`src/rtl/muldiv_sequencer.sv`:
```
// Iterative RV32M multiply/divide unit: 32-step shift-add multiply and restoring divide.
// Stalls the front end while running, then strobes a one-cycle result for EX/MEM.
module muldiv_sequencer #(
    parameter int ITERATIONS = 32
) (
    input  logic        clk,
    input  logic        reset,
    input  logic        in_start,
    input  logic [2:0]  in_funct3,
    input  logic [31:0] in_operand1,
    input  logic [31:0] in_operand2,
    input  logic [4:0]  in_rd,
    input  logic        in_flush,
    output logic        out_stall,
    output logic        out_busy,
    output logic        out_done,
    output logic [31:0] out_result,
    output logic [4:0]  out_rd
);
    localparam int CW = $clog2(ITERATIONS);

    typedef enum logic [1:0] {IDLE, RUN, DONE} state_t;

    state_t        state;
    logic [CW-1:0] count;
    logic [2:0]    funct3;
    logic [4:0]    rd;
    logic          sign_a, sign_b;
    logic [31:0]   opnd;       // multiplicand for multiply, divisor for divide
    logic [63:0]   prod;
    logic [32:0]   rem;
    logic [31:0]   quot;

    // Operand decode at the start of an instruction
    logic        signed1, signed2, neg1, neg2, div_zero, div_ovf;
    logic [31:0] abs1, abs2;

    always_comb begin
        signed1  = (in_funct3 != 3'b011) && (in_funct3 != 3'b101) && (in_funct3 != 3'b111);
        signed2  = signed1 && (in_funct3 != 3'b010);
        neg1     = signed1 && in_operand1[31];
        neg2     = signed2 && in_operand2[31];
        abs1     = neg1 ? -in_operand1 : in_operand1;
        abs2     = neg2 ? -in_operand2 : in_operand2;
        div_zero = in_funct3[2] && (in_operand2 == 32'd0);
        div_ovf  = in_funct3[2] && !in_funct3[0] &&
                   (in_operand1 == 32'h8000_0000) && (in_operand2 == 32'hFFFF_FFFF);
    end

    // One iteration of each datapath, plus the sign-corrected final result
    logic [32:0] add_sum, rem_shift, trial, rem_step;
    logic [63:0] prod_step, prod_fix;
    logic [31:0] quot_step, quot_fix, rem_fix, result_sel;

    always_comb begin
        add_sum   = {1'b0, prod[63:32]} + (prod[0] ? {1'b0, opnd} : 33'd0);
        prod_step = {add_sum, prod[31:1]};
        rem_shift = {rem[31:0], quot[31]};
        trial     = rem_shift - {1'b0, opnd};
        rem_step  = trial[32] ? rem_shift : trial;
        quot_step = {quot[30:0], ~trial[32]};
        prod_fix  = (sign_a ^ sign_b) ? -prod_step : prod_step;
        quot_fix  = (sign_a ^ sign_b) ? -quot_step : quot_step;
        rem_fix   = sign_a ? -rem_step[31:0] : rem_step[31:0];
        case (funct3)
            3'b000:                 result_sel = prod_fix[31:0];
            3'b001, 3'b010, 3'b011: result_sel = prod_fix[63:32];
            3'b100, 3'b101:         result_sel = quot_fix;
            default:                result_sel = rem_fix;
        endcase
    end

    always_ff @(posedge clk) begin
        if (reset) begin
            state      <= IDLE;
            count      <= '0;
            funct3     <= 3'b000;
            rd         <= 5'd0;
            sign_a     <= 1'b0;
            sign_b     <= 1'b0;
            opnd       <= 32'd0;
            prod       <= 64'd0;
            rem        <= 33'd0;
            quot       <= 32'd0;
            out_result <= 32'd0;
            out_rd     <= 5'd0;
        end else if (in_flush) begin
            state <= IDLE;
        end else begin
            case (state)
                IDLE: begin
                    if (in_start) begin
                        funct3 <= in_funct3;
                        rd     <= in_rd;
                        sign_a <= neg1;
                        sign_b <= neg2;
                        if (div_zero || div_ovf) begin
                            out_rd     <= in_rd;
                            out_result <= div_zero ? (in_funct3[1] ? in_operand1 : 32'hFFFF_FFFF)
                                                   : (in_funct3[1] ? 32'd0 : 32'h8000_0000);
                            state      <= DONE;
                        end else begin
                            opnd  <= in_funct3[2] ? abs2 : abs1;
                            prod  <= {32'd0, abs2};
                            quot  <= abs1;
                            rem   <= 33'd0;
                            count <= CW'(ITERATIONS - 1);
                            state <= RUN;
                        end
                    end
                end
                RUN: begin
                    prod <= prod_step;
                    rem  <= rem_step;
                    quot <= quot_step;
                    if (count == '0) begin
                        out_result <= result_sel;
                        out_rd     <= rd;
                        state      <= DONE;
                    end else begin
                        count <= count - CW'(1);
                    end
                end
                DONE:    state <= IDLE;
                default: state <= IDLE;
            endcase
        end
    end

    // in_start during DONE is the departing instruction, so only IDLE may stall on it
    assign out_stall = !reset && !in_flush && ((state == IDLE && in_start) || state == RUN);
    assign out_busy  = (state == RUN);
    assign out_done  = !reset && !in_flush && (state == DONE);

endmodule

```
`config.mk`:
```
export PLATFORM = sky130hd
export DESIGN_NAME = muldiv_sequencer
export DESIGN_NICKNAME = d
export VERILOG_FILES = /design/src/rtl/muldiv_sequencer.sv
export SDC_FILE = /design/constraint.sdc
export NUM_CORES = 1
export LEC_CHECK = 0
export ABC_CLOCK_PERIOD_IN_PS = 6400
export BUFFER_PORTS_ARGS = -buffer_cell sky130_fd_sc_hd__buf_4
export CAP_MARGIN = 0
export CORE_UTILIZATION = 41
export DETAILED_ROUTE_END_ITERATION = 7
export MAX_ROUTING_LAYER = met4
export SLEW_MARGIN = 10
export SYNTH_ARGS = -nofsm -noshare
export SYNTH_HDL_FRONTEND = slang
export SYNTH_SLANG_ARGS = --single-unit
```
`constraint.sdc`:
```
create_clock -name clk -period 6.4 [get_ports clk]
set_input_delay 0.64 -clock clk [delete_from_list [all_inputs] [get_ports clk]]
set_output_delay 0.64 -clock clk [all_outputs]
set_load 0.02 [all_outputs]
```
==> impl_results.md, run 1 <==
- Mapped Nets: 2728
- R2R depth: 21
- Cts repair resizes: 0
- CP cell instances: inv_1 > ha_1 > nand4_1 > nor4_1 > nand2_1 > a21oi_1 > o211a_1 > inv_2 > nand2_1 > o21ai_0 > inv_1 > ha_1 > o2111ai_1 > or4_4 > or3_1 > a222oi_1 > buf_4 > nand2_2 > o41ai_2 > mux2i_1 > a32oi_1
- Share of cells above drive strength 1: 9.73%
- Largest net degree at the start of global routing: 110
- Post-DR wirelength/cell: roughly 25 um
- Reg-to-reg endpoint: out_result[30]$_SDFFE_PP0P_
- Die H: 215 um
- Top cell type's share of synthesized area: 23.0%
- Clk_lat worst skew: about 0.58 ns
- Mean area per synthesized cell: 7.24 um2
- Placer congestion estimate: a little under 1
- Slowest-stage cell, CP: nor4_1
- Global route overflow: 0
- Max cap viols: 0
- R2R setup slack: 1.12 ns
- Tot GR Track Use: 34.3%
- Clock Tree Buf Depth: 3
- Area Growth Syn to Fin: 12.1%
- Seq/Total Area, Yosys: 23.0%
- Worst Path Class, Setup: flip-flop to flip-flop
- Commonest cells in the netlist: nor2_1, a21oi_1, dfxtp_1
- Buffer count from post-CTS setup fixing: 0
- Final Hold Violating Endpoints: 0
- Biggest area consumer among synthesized cells: dfxtp_1
- RR Startpoint: opnd[29]$_SDFFE_PP0P_
- Port bufs: between 100 and 150
- Met3 Use GR: 3.88%
- Post-place setup slack: between 1 and 1.5 ns
- VDD IR-drop max: just under 0.0002 V
- HPWL after DPL: 61.1 mm
- Hold path endpoint: rd[0]$_SDFFE_PP0P_
- Setup Skew: about 0.014 ns
- Rel. slew slack: 14.4%
- Die area: 0.0464 mm2
- Critical Path Max Stage Delay: 0.63 ns
- Core ar.: 0.0445 mm2
- Root Buffer: clkbuf_16
- Final layout net count: roughly 2700
- Synthesized area: 0.0187 mm2
- DR vias: 20300
- Synth area leaders: dfxtp_1, nor2_1, a21oi_1, xnor2_1, ha_1
- Total power draw: 4.66 mW
- Post-layout minimum cycle time: 5.28 ns
- Top-count cell post-synth: nor2_1
- Starting Density: 41.9%
- Cts bufs inserted: 27
- Yosys reg bits: between 200 and 250
- Final worst slack: 1.12 ns
- Clk sink count: 214
- First-pass GRT wire length: 118 mm
- Clk slew on worst S/H paths: 0.06 ns
- Global routing usage on met2: 52.9%
- Post-Syn Instances: 2578
- # rows: 77
- Hold Buf Count CTS: 0
- Status: finished, final reports clean
- Pre-antenna DRT Iters: 5
- Hold Startpoint: in_rd[0]
- Pwr dens: 223 mW/mm2
- Chip width: ~220 um
- Detailed router's first-iteration violation count: about 2200
- Max Slew Vio Count: 0
- Post-Route WL: about 79 mm
- Vias in the first global route: between 15000 and 20000
- Library cells used by synthesis: 89
- Setup TNS: 0 ns
- Setup crit end kind: flip-flop
- Crit start category: flip-flop
- Via density: 6.34
- Count of non-filler cells in the finished layout: 3203
- Antenna diodes: 0
- DRC violations left: 0
- Tightest Pin Transition: 1.28 ns
- Cells after DPL: 3154
- RSZ-0062 raised after global routing: false
- GRT busiest layer: met2
- Worst Hold Path Cells: 3
- Tcrit/Tclk final: 82.5%
- Initial antenna violation count: 0
- Leak: 8.28 nW
- Final setup viols: 0
- Ys Warns: 0
- Routed Antenna Nets: 0
- Top FF cell, synth: dfxtp_1
- CP arrival: about 5.7 ns
- Crit-path max FO: 12
- Number of synthesized flops with an enable pin: 0
- Post-synth ARST share: 0%
- CTS H-tree depth: 1
- FMAX: between 150 and 200 MHz
- Met1 usage: 44.6%
- Critical path required time: 6.83 ns
- Finished Core Util: 47.0%
- Hold Path Class: input port to flip-flop
- CTS tree: yes
- I/O pins: ~120
[kinds of logic after synthesis]
kind of cell / share of synthesized area [%]
DFF: 23.0
and+or+nand+nor: 23.1
AOI/OAI and AO/OA: 30.0
muxes: 3.86
adders and majority gates: 5.04
xor gates and xnor gates: 9.71
buffers and inverters: 5.34
[flip-flops by register name (all words and copies together) (netlist names)]
name,count
rd,5
quot,32
out_result,32
rem,32
sign_b,1
state,2
out_rd,5
opnd,32
prod,64
funct3,3
sign_a,1
count,5
[layout by cell type, fill, tap and decap left out, types with 20 or more instances in the layout]
cell type	instances
nand3_1	39
o221ai_1	21
xnor2_1	130
a211oi_1	90
buf_4	143
nor4_1	26
and2_1	65
xor2_1	73
mux2i_1	54
a21oi_1	251
o21a_1	20
a21o_1	30
clkbuf_16	27
nor3_1	52
a31oi_1	28
o31ai_1	33
ha_1	72
o21ai_0	137
inv_1	90
nand2_1	207
o211ai_1	28
dfxtp_1	214
or3_1	28
nor2_1	350
a22oi_1	52
nand4_1	23
[per-layer routing]
layer  up-vias  part of all wire [%]
met2       956                    44
li1       9438                     -
met4         0                   5.2
met1      9720                    43
met3       184                   7.4
met5         -                     0
[stage by stage]
step | hold slack, ns | cell area (um2)
after floorplan | 0.437 | 18700
after global placement | 0.443 | 20000
after detailed placement | 0.450 | 20000
after CTS | 0.302 | 20900
after global routing | 0.324 | 20900
final | 0.316 | 20900
[worst max-delay path: cells and delay by family, from the launching register on]
family                   cells  cell delay [ns]
AND/OR/NAND/NOR              7             2.00
AO/OA/AOI/OAI                7             1.41
adder cells (fa/ha/maj)      2             0.59
buffers and inverters        4             0.53
flip-flops                   1             0.36
multiplexers                 1             0.23
[how the worst max path moves through the flow]
stage | start | end | slack, ns | cells after the start
after CTS | opnd[29]$_SDFFE_PP0P_ | out_result[30]$_SDFFE_PP0P_ | 1.17 | 21
after detailed placement | opnd[29]$_SDFFE_PP0P_ | out_result[30]$_SDFFE_PP0P_ | 1.20 | 21
after global routing | opnd[29]$_SDFFE_PP0P_ | out_result[30]$_SDFFE_PP0P_ | 0.85 | 21
after floorplan | opnd[21]$_SDFFE_PP0P_ | out_result[22]$_SDFFE_PP0P_ | 1.29 | 23
final | opnd[29]$_SDFFE_PP0P_ | out_result[30]$_SDFFE_PP0P_ | 1.12 | 21
after global placement | opnd[30]$_SDFFE_PP0P_ | out_result[30]$_SDFFE_PP0P_ | 1.28 | 21
[power breakdown]
part           internal [mW]  leakage (nW)  switching, mW
registers               1.39          1.74         0.0770
logic                  0.495          6.08           1.01
clock network           1.02         0.461          0.675
[area by class of cell]
type,instances,area [um2]
Inverter,92,345
Sequential cell,214,4280
Timing Repair Buffer,147,1140
Fill cell,4596,23600
Multi-Input combinational cell,2109,13400
Tap cell,592,741
Clock inverter,14,221
Clock buffer,35,736
No activity file was read; power rests on OpenSTA's default activity.
==> run 2: changes to the inputs <==
- ABC_CLOCK_PERIOD_IN_PS: 6400 -> 4650
- clock period: 6.4 -> 4.65 ns (I/O delays scaled with it)
==> run 2 against run 1 <==
Global-route usage increased by 1.1 points. Routed wire length increased by 4.6%. Combinational power increased by 65%. Power increased by 41%. Sequential power increased by 37%. Cell area increased by 12%. Hold slack got worse by 0.19 ns. Die area unchanged. Count of clock-buffer cells in the layout increased by 3. Clock power increased by 25%. Via count increased by 5.4%. Setup slack got worse by 1.1 ns. Critical path type unchanged. Critical endpoint is now out_result[28]$_SDFFE_PP0P_. Largest cell class unchanged. Highest routed layer unchanged.
==> impl_results.md, run 2 (synthesis gave the netlist of run 1 again) <==
- Total power draw: approximately 6.6 mW
- Starting Density: a little over two fifths
- # rows: between 70 and 80
- Clk slew on worst S/H paths: 0.06 ns
- Crit-path max FO: 4
- Chip width: 215 um
- Pre-antenna DRT Iters: 6
- Antenna diodes: 0
- Routed Antenna Nets: 0
- Crit start category: flip-flop
- Max cap viols: 0
- Clock power frac: 32.0%
- DRC violations left: 0
- Leak: 9.60 nW
- Post-place setup slack: -0.291 ns
- Post-layout minimum cycle time: 4.61 ns
- Final layout net count: approximately 3000
- Max Slew Vio Count: 0
- Die H: around 220 um
- Share of cells above drive strength 1: 21.1%
- Via density: 6.18
- Post-Route WL: 82.8 mm
- Initial antenna violation count: 0
- FMAX: 217 MHz
- Largest net degree at the start of global routing: 85
- RSZ-0062 raised after global routing: true
- First-pass GRT wire length: 122 mm
- Worst Path Class, Setup: flip-flop to flip-flop
- Clk sink count: 214
- CP arrival: 5.07 ns
- Global route overflow: 0
- CTS H-tree depth: 1
- Vias in the first global route: 19600
- Sw Pwr: 2.55 mW
- Root Buffer: clkbuf_16
- Finished Core Util: 52.5%
- Final Hold Violating Endpoints: 0
- Final worst slack: just under 0.04 ns
- Detailed router's first-iteration violation count: 2212
- Port bufs: 115
- Rel. slew slack: 18.2%
- Die area: between 0.04 and 0.05 mm2
- Hold Buf Count CTS: 0
- Area Growth Syn to Fin: 25.3%
- Pwr dens: 282 mW/mm2
- Commonest non-fill, non-tap cell in the layout: buf_4
- Post-DR wirelength/cell: 23.9 um
- Placer congestion estimate: slightly above 1
- Core ar.: 0.0445 mm2
- Combinational share of power: 37.5%
- Sequential power share: 30.5%
- Tightest Pin Transition: 1.22 ns
- Tcrit/Tclk final: 99.2%
- Final setup viols: 0
- Critical path required time: 5.11 ns
- I/O pins: about 120
- Fill cells: 4438
- Int Pwr: 4.04 mW
- CTS tree: yes
- Cts bufs inserted: 28
- Most flop-heavy register: prod
- Status: finished, final reports clean
- Clk_lat worst skew: 0.61 ns
- Setup crit end kind: flip-flop
- VDD IR-drop max: 0.000286 V
- Hold Path Class: input port to flip-flop
- Switching Share: 38.7%
- Setup Skew: around 0.036 ns
- Most frequent cells in the layout: buf_4, nor2_1, a21oi_1
- Tot GR Track Use: 35.4%
- Clock Tree Buf Depth: 3
- DR vias: 21400
- WHS: 0.123 ns
- Largest register FFs: 64
- HPWL after DPL: approximately 65 mm
-- run 2: changes by cell type in the layout (fill, tap and decap cells not counted), moves of 7 or more --
| cell | change |
|---|---|
| a21oi_1 | -13 |
| a21oi_2 | +10 |
| buf_4 | +254 |
| dfxtp_1 | -22 |
| dfxtp_2 | +22 |
| ha_1 | -19 |
| ha_4 | +17 |
| inv_1 | -8 |
| inv_2 | +7 |
-- run 2: timing repair --
action	in CTS	in global routing
pin swaps	8	27
setup buffers	3	9
setup endpoints to repair	7	15
gates resized for setup	10	103
-- run 2: power groups by stage --
| stage | logic (mW) | registers (mW) | clock network (mW) |
|---|---|---|---|
| floorplan | 1.36 | 2.02 | 0 |
| global placement | 2.25 | 2.04 | 0 |
| detailed placement | 2.26 | 2.04 | 0 |
| CTS | 2.30 | 2.00 | 2.10 |
| global route | 2.60 | 2.02 | 2.17 |
| finish | 2.47 | 2.01 | 2.11 |
-- run 2: through the flow --
step | cell area, um2 | TNS, ns | cells
6_report | 23400 | 0 | 3462
5_1_grt | 23400 | -0.657 | 3462
4_1_cts | 22800 | 0 | 3453
3_5_place_dp | 21900 | -1.44 | 3403
3_3_place_gp | 21900 | -0.847 | 3403
2_1_floorplan | 18800 | -0.387 | 2578
-- run 2: layout make-up --
type	instances	area (um2)	area share, %
repair buffers	408	3170	13.5
well taps	592	741	3.17
clock inverters	9	95.1	0.407
clock buffers	38	748	3.20
multi-input cells	2109	14000	59.8
flip-flops and latches	214	4310	18.4
inverters	92	347	1.48
-- run 2: critical path, cell delays in order (launching register included) --
cell,delay [ns]
dfxtp_2,0.34
inv_2,0.05
ha_4,0.22
nand4_1,0.22
nor3_1,0.10
a22o_1,0.24
or3_4,0.37
o211a_4,0.26
buf_6,0.13
mux2i_4,0.19
ha_4,0.17
o2111ai_2,0.09
or4_4,0.45
or3_4,0.34
a222oi_1,0.36
buf_4,0.23
nand2_4,0.07
buf_6,0.11
o21ai_2,0.14
nand3_1,0.09
a311oi_1,0.32
-- run 2: routing by layer --
metal  share of wire [%]  GRT usage (%)  vias up  wire length [um]
met3                 7.8           4.23      187              6460
met2                  44           53.3     1046             36200
met4                 6.0           19.0        0              5000
met1                  42           46.1    10200             35100
li1                    -              -     9968                 -
met5                   0              -        -                 0
-- run 2: worst paths after layout --
kind,endpoint,depth (start not counted),from,slack (ns)
max,out_result[28]$_SDFFE_PP0P_,20,opnd[29]$_SDFFE_PP0P_,0.04
min reg2reg,out_result[9]$_SDFFE_PP0P_,2,out_result[9]$_SDFFE_PP0P_,0.44
max reg2reg,out_result[28]$_SDFFE_PP0P_,20,opnd[29]$_SDFFE_PP0P_,0.04
min,rd[2]$_SDFFE_PP0P_,3,in_rd[2],0.12
